==> src/rtl/monitor_pkg.sv <==
// Shared definitions for the active-device monitor interface:
// default device count, index width derivation and event encoding.
package monitor_pkg;

   localparam int N_DEV_DEFAULT = 8;

   localparam logic EV_ON  = 1'b1;
   localparam logic EV_OFF = 1'b0;

   // Index width for n devices; never narrower than one bit.
   function automatic int id_width(input int n);
      return (n <= 2) ? 1 : $clog2(n);
   endfunction

endpackage

==> src/rtl/rr_arbiter.sv <==
// Combinational round-robin arbiter: grants the first requesting index
// found when searching upward from ptr, wrapping at N_DEV.
module rr_arbiter
   import monitor_pkg::*;
#(
   parameter int N_DEV = N_DEV_DEFAULT,
   parameter int ID_W  = id_width(N_DEV)
) (
   input  logic [N_DEV-1:0] req,
   input  logic [ID_W-1:0]  ptr,
   output logic             gnt_valid,
   output logic [ID_W-1:0]  gnt_idx
);

   int idx;

   // Walk offsets from farthest to nearest so the nearest request wins.
   always_comb begin
      gnt_valid = 1'b0;
      gnt_idx   = '0;
      idx       = 0;
      for (int off = N_DEV - 1; off >= 0; off--) begin
         idx = int'(ptr) + off;
         if (idx >= N_DEV) begin
            idx = idx - N_DEV;
         end
         if (req[idx]) begin
            gnt_valid = 1'b1;
            gnt_idx   = ID_W'(idx);
         end
      end
   end

endmodule

==> src/rtl/device_event_encoder.sv <==
// Turns per-device on/off status lines into a serialised change/on_off event
// stream, one event per cycle, arbitrated round-robin across devices.
module device_event_encoder
   import monitor_pkg::*;
#(
   parameter int N_DEV = N_DEV_DEFAULT,
   parameter int ID_W  = id_width(N_DEV)
) (
   input  logic             clk,
   input  logic             rst,
   input  logic             enable,
   input  logic [N_DEV-1:0] dev_status,
   output logic             change,
   output logic             on_off,
   output logic [ID_W-1:0]  dev_id,
   output logic             busy
);

   logic [N_DEV-1:0] reported_q, reported_d;
   logic [ID_W-1:0]  ptr_q, ptr_d;
   logic             change_q, change_d;
   logic             on_off_q, on_off_d;
   logic [ID_W-1:0]  dev_id_q, dev_id_d;

   logic [N_DEV-1:0] pending;
   logic             gnt_valid;
   logic [ID_W-1:0]  gnt_idx;

   // A device is pending whenever its live state differs from what the
   // monitor was last told; toggling back clears it with no event.
   assign pending = dev_status ^ reported_q;
   assign busy    = |pending;

   rr_arbiter #(
      .N_DEV (N_DEV),
      .ID_W  (ID_W)
   ) u_arb (
      .req       (pending),
      .ptr       (ptr_q),
      .gnt_valid (gnt_valid),
      .gnt_idx   (gnt_idx)
   );

   always_comb begin
      reported_d = reported_q;
      ptr_d      = ptr_q;
      change_d   = 1'b0;
      on_off_d   = EV_OFF;
      dev_id_d   = dev_id_q;
      if (enable && gnt_valid) begin
         change_d            = 1'b1;
         on_off_d            = dev_status[gnt_idx] ? EV_ON : EV_OFF;
         dev_id_d            = gnt_idx;
         reported_d[gnt_idx] = dev_status[gnt_idx];
         // Explicit wrap: N_DEV need not be a power of two.
         ptr_d = (gnt_idx == ID_W'(N_DEV - 1)) ? '0 : gnt_idx + ID_W'(1);
      end
   end

   always_ff @(posedge clk or posedge rst) begin
      if (rst) begin
         reported_q <= '0;
         ptr_q      <= '0;
         change_q   <= 1'b0;
         on_off_q   <= 1'b0;
         dev_id_q   <= '0;
      end else begin
         reported_q <= reported_d;
         ptr_q      <= ptr_d;
         change_q   <= change_d;
         on_off_q   <= on_off_d;
         dev_id_q   <= dev_id_d;
      end
   end

   assign change = change_q;
   assign on_off = on_off_q;
   assign dev_id = dev_id_q;

endmodule

==> config.mk <==
export PLATFORM = sky130hd
export DESIGN_NAME = device_event_encoder
export DESIGN_NICKNAME = d
export VERILOG_FILES = /design/src/rtl/monitor_pkg.sv /design/src/rtl/rr_arbiter.sv /design/src/rtl/device_event_encoder.sv
export SDC_FILE = /design/constraint.sdc
export NUM_CORES = 1
export LEC_CHECK = 0
export BUFFER_PORTS_ARGS = -buffer_cell sky130_fd_sc_hd__buf_2
export CAP_MARGIN = 20
export CORE_MARGIN = 4
export CORE_UTILIZATION = 65
export CTS_BUF_LIST = sky130_fd_sc_hd__clkbuf_8
export DETAILED_ROUTE_END_ITERATION = 8
export PLACE_DENSITY = 0.86
export SLEW_MARGIN = 5
export SYNTH_ARGS = -nofsm -noshare
export SYNTH_HDL_FRONTEND = slang
export SYNTH_SLANG_ARGS = --single-unit
export TNS_END_PERCENT = 30
==> constraint.sdc <==
create_clock -name clk -period 5.7 [get_ports clk]
set_clock_uncertainty 0.15 [all_clocks]
set_input_delay 0.57 -clock clk [delete_from_list [all_inputs] [get_ports clk]]
set_output_delay 0.57 -clock clk [all_outputs]
set_load 0.02 [all_outputs]
# Word-level counts from Yosys, hierarchy flattened
# Cells that the tools add are included.
[op_classes] addsub=16 multipliers=0 n_div=0 order_cmp=18 n_eq_ne=1 shifts=0 muxes=57 n_bitwise=1 n_reduce_logical=3
[op_table] op="32-bit by 5-bit < comparator with 1-bit output (second input constant)" n=8
[op_table] op="32-bit 2-to-1 mux" n=8
[op_table] op="32-bit by 5-bit >= comparator with 1-bit output (second input constant)" n=7
[op_table] op="32-bit by 5-bit subtractor with 32-bit output (second input constant)" n=7
[op_table] op="1-bit 2-to-1 mux" n=29
[op_table] op="1-bit binary-select mux with 3-bit select" n=9
[op_table] op="3-bit 2-to-1 mux" n=9
[op_table] op="3-bit by 3-bit adder with 4-bit output (second input constant)" n=4
[op_table] op="3-bit by 2-bit adder with 4-bit output (second input constant)" n=2
[op_table] op="8-bit bitwise mux" n=1
[op_table] op="8-bit OR reduction" n=1
[op_table] op="8-bit XOR" n=1
[op_table] op="3-bit by 4-bit subtractor with 5-bit output (second input constant)" n=1
[op_table] op="3-bit by 1-bit adder with 4-bit output (second input constant)" n=1
[op_table] op="3-bit by 4-bit >= comparator with 1-bit output (second input constant)" n=1
[op_table] op="3-bit by 4-bit < comparator with 1-bit output (second input constant)" n=1
[op_table] op="3-bit by 1-bit adder with 3-bit output (second input constant)" n=1
[op_table] op="1-bit demux with 3-bit select" n=1
[op_table] op="3-bit equality test (second input constant)" n=1
[op_table] op="3-bit by 1-bit >= comparator with 1-bit output (second input constant)" n=1
[op_table] op="1-bit logical AND" n=2
[totals] reg_bits=16 latch_bits=0 ramBits=0 rom_bits=0 input_bits=11 out_inout_bits=6 word_cells=101 memories=0

# Depth between registers and ports, before layout
# Gate-level depths: netlist of the first run.
[depth] depth_word=19 ltp_mapped=17 mapped_depth_nobuf=13

# Cells and area by module
# From an unflattened synthesis of the first run, not the netlist that was laid out.
[hier_totals] cells_unflattened=160 area_unflattened_um2=1634.1
[by_module_without_submodules] mod="device_event_encoder" instances=1 cells_per_inst=70 area_per_inst_um2=852.1 seq_area_each_um2=400.4
[by_module_without_submodules] mod="rr_arbiter" instances=1 cells_per_inst=90 area_per_inst_um2=782.0 seq_area_each_um2=0.0

# Worst setup path after synthesis of the first run
# No wires, ideal clock.
[synth_timing] path_type="register to register" from="register ptr_q[0]" to="register reported_q[5]" setup_time_ns=0.127 arrival_ns=3.454 required_time_ns=5.423 setup_slack_ns=1.968 path_stages_with_launch=17 path_buffers=5 period_less_slack_ns=3.732 cell_sequence="dfrtp_1 -> buf_6 -> inv_6 -> clkbuf_1 -> ha_1 -> buf_2 -> inv_1 -> buf_2 -> mux4_2 -> clkinv_1 -> o21ai_1 -> nand2_1 -> a32oi_1 -> o31ai_1 -> buf_4 -> nand4_1 -> mux2_1"
[synth_between] elab_chain_len=19 word_cells_on_any_way=80 cone_classes="15 x add/sub; 10 x order compare; 53 x mux; 2 x reduce/logical"
[synth_lines] item="start: declaration" line="device_event_encoder.sv:20" text="logic [ID_W-1:0] ptr_q, ptr_d;"
[synth_lines] item="start signal: assignment" line="device_event_encoder.sv:69" text="ptr_q <= ptr_d;"
[synth_lines] item="3-bit by 3-bit adder with 4-bit output" line="rr_arbiter.sv:23" text="idx = int'(ptr) + off;"
[synth_lines] item="32-bit by 5-bit subtractor with 32-bit output or 32-bit by 5-bit >= comparator with 1-bit output (tied branches)" line="rr_arbiter.sv:25, rr_arbiter.sv:24"
[synth_lines] item="32-bit 2-to-1 mux" line="rr_arbiter.sv:24" text="if (idx >= N_DEV) begin"
[synth_lines] item="1-bit binary-select mux with 3-bit select" line="rr_arbiter.sv:27" text="if (req[idx]) begin"
[synth_lines] item="1-bit 2-to-1 mux (not written as such) (2 in series)" line="rr_arbiter.sv:27"
[synth_lines] item="3-bit 2-to-1 mux (8 in series)" line="rr_arbiter.sv:27"
[synth_lines] item="3-bit by 4-bit < comparator with 1-bit output (not written as such) or 3-bit by 1-bit >= comparator with 1-bit output (tied branches)" line="device_event_encoder.sv:54" text="reported_d[gnt_idx] = dev_status[gnt_idx];"
[synth_lines] item="1-bit logical AND (not written as such)" line="device_event_encoder.sv:54"
[synth_lines] item="1-bit 2-to-1 mux (not written as such)" line="device_event_encoder.sv:54"
[synth_lines] item="1-bit demux with 3-bit select" line="device_event_encoder.sv:54"
[synth_lines] item="8-bit bitwise mux" line="device_event_encoder.sv:54"
[synth_lines] item="end signal: assignment" line="device_event_encoder.sv:68" text="reported_q <= reported_d;"
[synth_lines] item="end: declaration" line="device_event_encoder.sv:19" text="logic [N_DEV-1:0] reported_q, reported_d;"
# Parallel ways exist; a longest one is shown, timed or not. The select of a mux whose other input is x is not followed.
# A chain may end at the register's enable or synchronous reset.

# Worst setup path in the final report of the first run
[layout_timing] from="register ptr_q[0]" to="register reported_q[1]"
# Same word-level chain as after synthesis.

==> out/metrics.yaml, run 1 <==
grt:
  antenna_found_initial: 0
  grt_pass1_wl_mm: 8.37
  grtUsageTotal: 0.253
  grt_overflow: 0
  grt_max_degree: 25
  grt_pass1_vias: 1745
finish:
  nNetsFinal: 241
  nFillCells: 242
  final-seq-area_um2: 400
  multiInputGateArea_um2: 1570
  insertedDiodeCount: 0
  drive_gt1_frac: 0.265
  areaGrowthSynthToFinish_pct: 5.84
  fin_area_um2: 2220
drt:
  vias: 1781
  viasPerCell: 6.60
  top_layer: "met4"
  dr.pass1.iters: 5
  met1_length_mm: 2.05
  initialDrtViolationCount: 204
  wire_per_inst_um: 18.4
  route.met3.wl_um: 306
  routed_wl_mm: 4.97
  ant_nets: 0
  drc: 0
  wl_met2_mm: 2.48
critical_path:
  worstReg2RegStart: "ptr_q[0]$_DFFE_PP0P_"
  critical_path.top_delay_family: "flip-flops"
  r2r-end: "reported_q[1]$_DFFE_PP0P_"
  required_ps: 5680
  cpMaxStageDelayCell: "dfrtp_1"
  arrival_ps: 4510
  crit_chain: "inv_6 -> ha_1 -> xnor2_1 -> mux4_2 -> nand2_1 -> o221ai_1 -> a211oi_2 -> nor3_2 -> o31ai_4 -> nor3b_1 -> mux2_1"
  cp_max_fo: 24
  worst_setup_path_start_kind: "flop"
  reg2reg_depth: 11
  critPathBufInv: 1
  rrSetupSlack_ps: 1170
  critPathKind: "reg -> reg"
  cp-end-kind: "flop"
  slowest_delay_ps: 1050
placement:
  portBuffers: 16
  gp_congestion: 0.957
  placedInstanceArea_um2: 2170
  hpwl_mm: 3.83
floorplanning:
  fp.dieH_um: 64.8
  dieWidth_um: 64.8
  die_area_um2: 4200
  row_count: 20
  placeableCoreArea_um2: 3080
  io_pins: 17
  floorplan.initialDensity: 0.682
cts:
  cts_setup_buffers: 0
  clk_pin_slew_ps: 60
  cts_buffers: 3
  hold_buffers: 0
  cts_resized: 0
  cts_buffer_depth: 2
  clk_latency_ps: 250
  clock-sinks: 16
  cts_tree: "yes"
  cts-root-buf: "clkbuf_8"
  htreeDepth: 1
synth:
  yosysMostFrequentCell: "mux2i_1"
  yosysTopAreaCellShare: 0.191
  synth_area_leader_cell: "dfrtp_1"
  syn_nets: 231
  ys_types: 64
  synth_edf_count: 0
  syn_area_um2: 2100
  synthTopCellsByArea: "dfrtp_1 (19%), mux4_2 (12%), mux2i_1 (8.1%)"
  synth_area_per_cell_um2: 9.67
  synth_ff_type: "dfrtp_1"
  yosys_warnings: 0
  ys_seq_area_frac: 0.191
  async_flop_share: 1.00
  synth_common_cells: "mux2i_1 (17), dfrtp_1 (16), nand2_1 (15)"
  syn_inst: 217
  synth_seq_cells: 16
timing:
  fin_setup_tns_ps: 0
  period_minus_slack_ps: 4530
  finalHoldViolCount: 0
  drv_slew: 0
  rsz0062_at_grt: "no"
  slew_headroom: 0.288
  setup_viol: 0
  fin_crit_sh: 0.795
  fmax_ghz: 0.221
  worst_pin_slew_ps: 1070
run_status:
  outcome: "finished, final reports clean"
worst_hold_path:
  min_path_type: "in -> async"
flow_run:
  cap_viol_max_count: 0
## cell usage in the layout (no fill, tap or decap), types with 2 or more instances in the layout
| master | instances |
|---|---|
| a211oi_1 | 2 |
| a21oi_1 | 9 |
| a32oi_1 | 2 |
| and2_1 | 3 |
| buf_2 | 16 |
| clkbuf_8 | 4 |
| dfrtp_1 | 16 |
| ha_1 | 3 |
| inv_1 | 9 |
| inv_2 | 3 |
| mux2_1 | 6 |
| mux2_2 | 2 |
| mux2i_1 | 17 |
| mux2i_4 | 3 |
| mux4_2 | 11 |
| nand2_1 | 15 |
| nand2b_1 | 3 |
| nand3_1 | 9 |
| nand4_1 | 2 |
| nor2_1 | 10 |
| nor3_1 | 4 |
| nor3_2 | 2 |
| nor3b_1 | 4 |
| nor3b_2 | 2 |
| o211ai_1 | 2 |
| o21a_1 | 2 |
| o21ai_0 | 8 |
| o21ai_1 | 3 |
| o221ai_1 | 2 |
| o31ai_1 | 2 |
| o32ai_1 | 2 |
| or3_1 | 2 |
| xnor2_1 | 10 |
| xor2_1 | 8 |
## state kept, by name (all words and copies together) (netlist names)
register    cells
on_off          1
dev_id          3
reported_q      8
change          1
ptr_q           3
## cells by family (layout without fill, tap and decap cells)
group | Yosys count | in the layout | share of synthesized area
AND/OR/NAND/NOR | 64 | 64 | 0.175
multiplexers | 41 | 41 | 0.288
buffers and inverters | 26 | 35 | 0.0656
adder cells (fa/ha/maj) | 3 | 3 | 0.0179
flip-flops | 16 | 16 | 0.191
AO/OA/AOI/OAI | 48 | 48 | 0.180
XOR/XNOR | 19 | 19 | 0.0829
## how the worst max path moves through the flow
stage               cells after the start                 start                         to
floorplan                              16  ptr_q[0]$_DFFE_PP0P_  reported_q[5]$_DFFE_PP0P_
global placement                       12  ptr_q[0]$_DFFE_PP0P_  reported_q[7]$_DFFE_PP0P_
detailed placement                     11  ptr_q[0]$_DFFE_PP0P_  reported_q[6]$_DFFE_PP0P_
CTS                                    11  ptr_q[0]$_DFFE_PP0P_  reported_q[6]$_DFFE_PP0P_
global route                           11  ptr_q[0]$_DFFE_PP0P_  reported_q[1]$_DFFE_PP0P_
finish                                 11  ptr_q[0]$_DFFE_PP0P_  reported_q[1]$_DFFE_PP0P_
## final cells by class
cell class / count / area share
tap: 44 / 0.0248
sequential: 16 / 0.180
multi-input combinational: 175 / 0.705
timing repair buffer: 17 / 0.0394
clock buffer: 4 / 0.0248
inverter: 14 / 0.0259
## stage by stage
stage | utilization | hold WS (ps) | setup slack, ps | std cells
after floorplan | - | 334 | 1970 | 217
final | 0.722 | 221 | 1170 | 270
after detailed placement | 0.704 | 332 | 1240 | 266
after global routing | 0.722 | 271 | 859 | 270
after CTS | 0.722 | 238 | 1230 | 270
after global placement | 0.704 | 325 | 1350 | 266
## layer usage
| layer | vias up | GRT usage |
|---|---|---|
| met4 | 0 | 0.0871 |
| met1 | 851 | 0.333 |
| met5 | - | 0 |
| met2 | 89 | 0.437 |
| li1 | 825 | - |
| met3 | 16 | 0.0208 |
Power of run 1 is left out: the tool's default activity adds up to more than one toggle a clock period on the data nets, which glitch-free logic cannot reach.
==> inputs of run 2 (changes only) <==
Settings changed: CORE_UTILIZATION 65 to 57, PLACE_DENSITY 0.86 to 0.79.
Clock period 5.7 ns to 4.1 ns, I/O delays scaled along.
==> out/metrics.yaml, run 2 (synthesis gave the netlist of run 1 again) <==
finish:
  areaGrowthSynthToFinish_pct: 8.47
  largest_reg_flops: 8
  nFillCells: 284
  final_cell_mix: "mux2i_1 (17), dfrtp_1 (16), buf_2 (16)"
  drive_gt1_frac: 0.288
  final_common_cell: "mux2i_1"
  nNetsFinal: 248
  fin_cells: 279
  fin_area_um2: 2280
  insertedDiodeCount: 0
  top_register: "reported_q"
grt:
  grt_max_degree: 22
  grt_pass1_vias: 1637
  grt_overflow: 0
  antenna_found_initial: 0
  grt_pass1_wl_mm: 7.98
  grtUsageTotal: 0.226
floorplanning:
  fp.dieH_um: 68.7
  row_count: 21
  io_pins: 17
  dieWidth_um: 68.7
  die_area_um2: 4720
  placeableCoreArea_um2: 3440
  floorplan.initialDensity: 0.610
timing:
  rsz0062_at_grt: "no"
  period_minus_slack_ps: 3730
  slew_headroom: 0.600
  fin_crit_sh: 0.909
  setup_viol: 0
  worst_pin_slew_ps: 599
  fmax_ghz: 0.268
  fin_setup_tns_ps: 0
  finalHoldViolCount: 0
  drv_slew: 0
placement:
  portBuffers: 16
  gp_congestion: 0.990
  place_inst: 275
  placedInstanceArea_um2: 2220
  hpwl_mm: 4.07
critical_path:
  slowest_delay_ps: 590
  cp-endpoint: "reported_q[2]$_DFFE_PP0P_"
  r2r-end: "reported_q[2]$_DFFE_PP0P_"
  startpoint: "ptr_q[1]$_DFFE_PP0P_"
  rrSetupSlack_ps: 370
  cp-end-kind: "flop"
  worstReg2RegStart: "ptr_q[1]$_DFFE_PP0P_"
  crit_chain: "inv_2 -> ha_1 -> xnor2_1 -> buf_4 -> mux4_2 -> o21bai_4 -> o21ai_2 -> and2_4 -> or3_1 -> nor3_2 -> mux2_1"
  cpMaxStageDelayCell: "dfrtp_1"
  reg2reg_depth: 11
  cp_max_fo: 11
  critPathKind: "reg -> reg"
  worst_setup_path_start_kind: "flop"
  arrival_ps: 3710
  required_ps: 4080
drt:
  initialDrtViolationCount: 184
  ant_nets: 0
  vias: 1717
  dr.pass1.iters: 4
  drc: 0
  wire_per_inst_um: 17.9
  viasPerCell: 6.15
  routed_wl_mm: 4.99
cts:
  cts_buffers: 3
  hold_buffers: 0
  clk_latency_ps: 250
  clock-sinks: 16
  cts_resized: 0
  cts_setup_buffers: 0
  clk_pin_slew_ps: 60
  htreeDepth: 1
  cts_tree: "yes"
  cts-root-buf: "clkbuf_8"
  cts_buffer_depth: 2
flow_run:
  cap_viol_max_count: 0
run_status:
  outcome: "finished, final reports clean"
worst_hold_path:
  min_path_type: "in -> async"
==> run 2: changes by cell type in the layout (fill, tap and decap cells not counted) <==
| cell | before | now |
|---|---|---|
| buf_4 | 1 | 8 |
==> run 2: metrics by stage <==
step                      setup WS (ps)  hold slack [ps]  utilization
after floorplan                     368              174            -
after global placement              484              322        0.645
after detailed placement            391              323        0.645
after CTS                           370             83.6        0.661
after global routing                130              118        0.661
final                               372             70.0        0.661
==> run 2: worst min path at each step <==
stage | endpoint | depth (start not counted) | slack, ps
6_report | dev_id[1]$_DFFE_PP0P_ | 2 | 70
5_1_grt | dev_id[1]$_DFFE_PP0P_ | 2 | 120
4_1_cts | change$_DFF_PP0_ | 2 | 80
3_5_place_dp | dev_id[1]$_DFFE_PP0P_ | 2 | 320
3_3_place_gp | dev_id[1]$_DFFE_PP0P_ | 2 | 320
2_1_floorplan | change$_DFF_PP0_ | 1 | 170
==> run 2: cell type report <==
class / instances / area [um^2] / area share
Inverter: 14 / 57.6 / 0.0253
Sequential cell: 16 / 400 / 0.176
Tap cell: 46 / 57.6 / 0.0253
Timing Repair Buffer: 24 / 140 / 0.0616
Multi-Input combinational cell: 175 / 1570 / 0.688
Clock buffer: 4 / 55.1 / 0.0242
==> run 2: critical path, delay by kind of cell, from the launching register on <==
family	cells	cell delay, ps
adders and majority gates	1	270
AOI/OAI and AO/OA	2	320
buffers and inverters	2	360
xor gates and xnor gates	1	150
muxes	2	890
DFF	1	590
and+or+nand+nor	3	860
==> run 2: per-layer routing <==
metal,global-route usage,vias to the layer above,share of wire
li1,-,842,-
met1,0.310,810,0.45
met2,0.381,57,0.50
met3,0.0211,8,0.039
met4,0.0571,0,0.015
met5,0,-,0
Power of run 2 is left out for the same reason.
==> inputs of run 3 (changes only) <==
Settings changed: REMOVE_ABC_BUFFERS from default to 1.
==> out/metrics.yaml, run 3 (synthesis gave the netlist of run 1 again) <==
critical_path:
  rrSetupSlack_ps: 220
  r2r-end: "reported_q[4]$_DFFE_PP0P_"
  cp_max_fo: 11
  cpMaxStageDelayCell: "dfrtp_1"
  required_ps: 4080
  reg2reg_depth: 10
  worstReg2RegStart: "ptr_q[1]$_DFFE_PP0P_"
  critPathKind: "reg -> reg"
  slowest_delay_ps: 600
  cp-end-kind: "flop"
  crit_chain: "ha_1 -> xor2_2 -> mux4_2 -> and2_1 -> a2111oi_0 -> nand3_1 -> nand2_2 -> or3_1 -> nand3b_4 -> mux2_4"
  arrival_ps: 3860
  worst_setup_path_start_kind: "flop"
placement:
  place_inst: 276
  portBuffers: 16
  hpwl_mm: 4.09
  gp_congestion: 0.958
timing:
  slew_headroom: 0.596
  drv_slew: 0
  setup_viol: 0
  worst_pin_slew_ps: 606
  fmax_ghz: 0.258
  rsz0062_at_grt: "no"
  fin_setup_tns_ps: 0
  finalHoldViolCount: 0
  period_minus_slack_ps: 3880
  fin_crit_sh: 0.946
worst_hold_path:
  min_path_type: "in -> async"
finish:
  fin_cells: 280
  multiInputGateArea_um2: 1570
  top_register: "reported_q"
  final-seq-area_um2: 400
  areaGrowthSynthToFinish_pct: 8.83
  largest_reg_flops: 8
  drive_gt1_frac: 0.291
  final_cell_mix: "mux2i_1 (17), dfrtp_1 (16), buf_2 (16)"
  final_common_cell: "mux2i_1"
  nFillCells: 287
  insertedDiodeCount: 0
  nNetsFinal: 249
drt:
  initialDrtViolationCount: 178
  ant_nets: 0
  dr.pass1.iters: 4
  viasPerCell: 6.43
  vias: 1801
  wire_per_inst_um: 18.3
  routed_wl_mm: 5.11
  drc: 0
cts:
  cts_resized: 0
  cts_tree: "yes"
  cts_setup_buffers: 0
  htreeDepth: 1
  clk_pin_slew_ps: 60
  cts_buffer_depth: 2
  hold_buffers: 0
  clk_latency_ps: 250
  cts_buffers: 3
  clock-sinks: 16
  cts-root-buf: "clkbuf_8"
grt:
  grt_max_degree: 18
  grtUsageTotal: 0.242
  grt_pass1_vias: 1782
  grt_pass1_wl_mm: 8.62
  antenna_found_initial: 0
  grt_overflow: 0
floorplanning:
  fp.dieH_um: 68.7
  row_count: 21
  floorplan.initialDensity: 0.610
  die_area_um2: 4720
  placeableCoreArea_um2: 3440
  io_pins: 17
  dieWidth_um: 68.7
run_status:
  outcome: "finished, final reports clean"
flow_run:
  cap_viol_max_count: 0
-- run 3: critical path, delay by kind of cell, from the launching register on --
family	cells	cell delay, ps
and+or+nand+nor	5	1150
AOI/OAI and AO/OA	1	460
DFF	1	600
muxes	2	710
xor gates and xnor gates	1	300
adders and majority gates	1	370
-- run 3: layout make-up --
cell class | instances | share of cell area
sequential | 16 | 0.175
multi-input combinational | 175 | 0.685
clock buffer | 4 | 0.0241
timing repair buffer | 25 | 0.0647
tap | 46 | 0.0252
inverter | 14 | 0.0252
-- run 3: metrics by stage --
step	util	instance area, um^2	hold WS [ps]	worst slack [ps]
6_report	0.663	2280	69.6	222
5_1_grt	0.663	2280	125	28.9
2_1_floorplan	-	2020	174	-573
3_5_place_dp	0.647	2230	327	298
4_1_cts	0.663	2280	80.2	288
3_3_place_gp	0.647	2230	318	386
-- run 3: layer usage --
metal	part of all wire	wire, um	vias to the layer above	track usage
li1	-	-	848	-
met1	0.43	2220	877	0.328
met2	0.49	2530	68	0.416
met3	0.056	286	8	0.0130
met4	0.015	78	0	0.0720
met5	0	0	-	0
-- run 3: how the worst max path moves through the flow --
stage / from / end / slack, ps / cells past startpoint
3_3_place_gp: ptr_q[1]$_DFFE_PP0P_ / reported_q[6]$_DFFE_PP0P_ / 390 / 10
6_report: ptr_q[1]$_DFFE_PP0P_ / reported_q[4]$_DFFE_PP0P_ / 220 / 10
3_5_place_dp: ptr_q[1]$_DFFE_PP0P_ / reported_q[0]$_DFFE_PP0P_ / 300 / 10
5_1_grt: ptr_q[1]$_DFFE_PP0P_ / reported_q[0]$_DFFE_PP0P_ / 30 / 11
4_1_cts: ptr_q[1]$_DFFE_PP0P_ / reported_q[0]$_DFFE_PP0P_ / 290 / 10
2_1_floorplan: ptr_q[0]$_DFFE_PP0P_ / reported_q[6]$_DFFE_PP0P_ / -570 / 11
Power of run 3 is left out for the same reason.
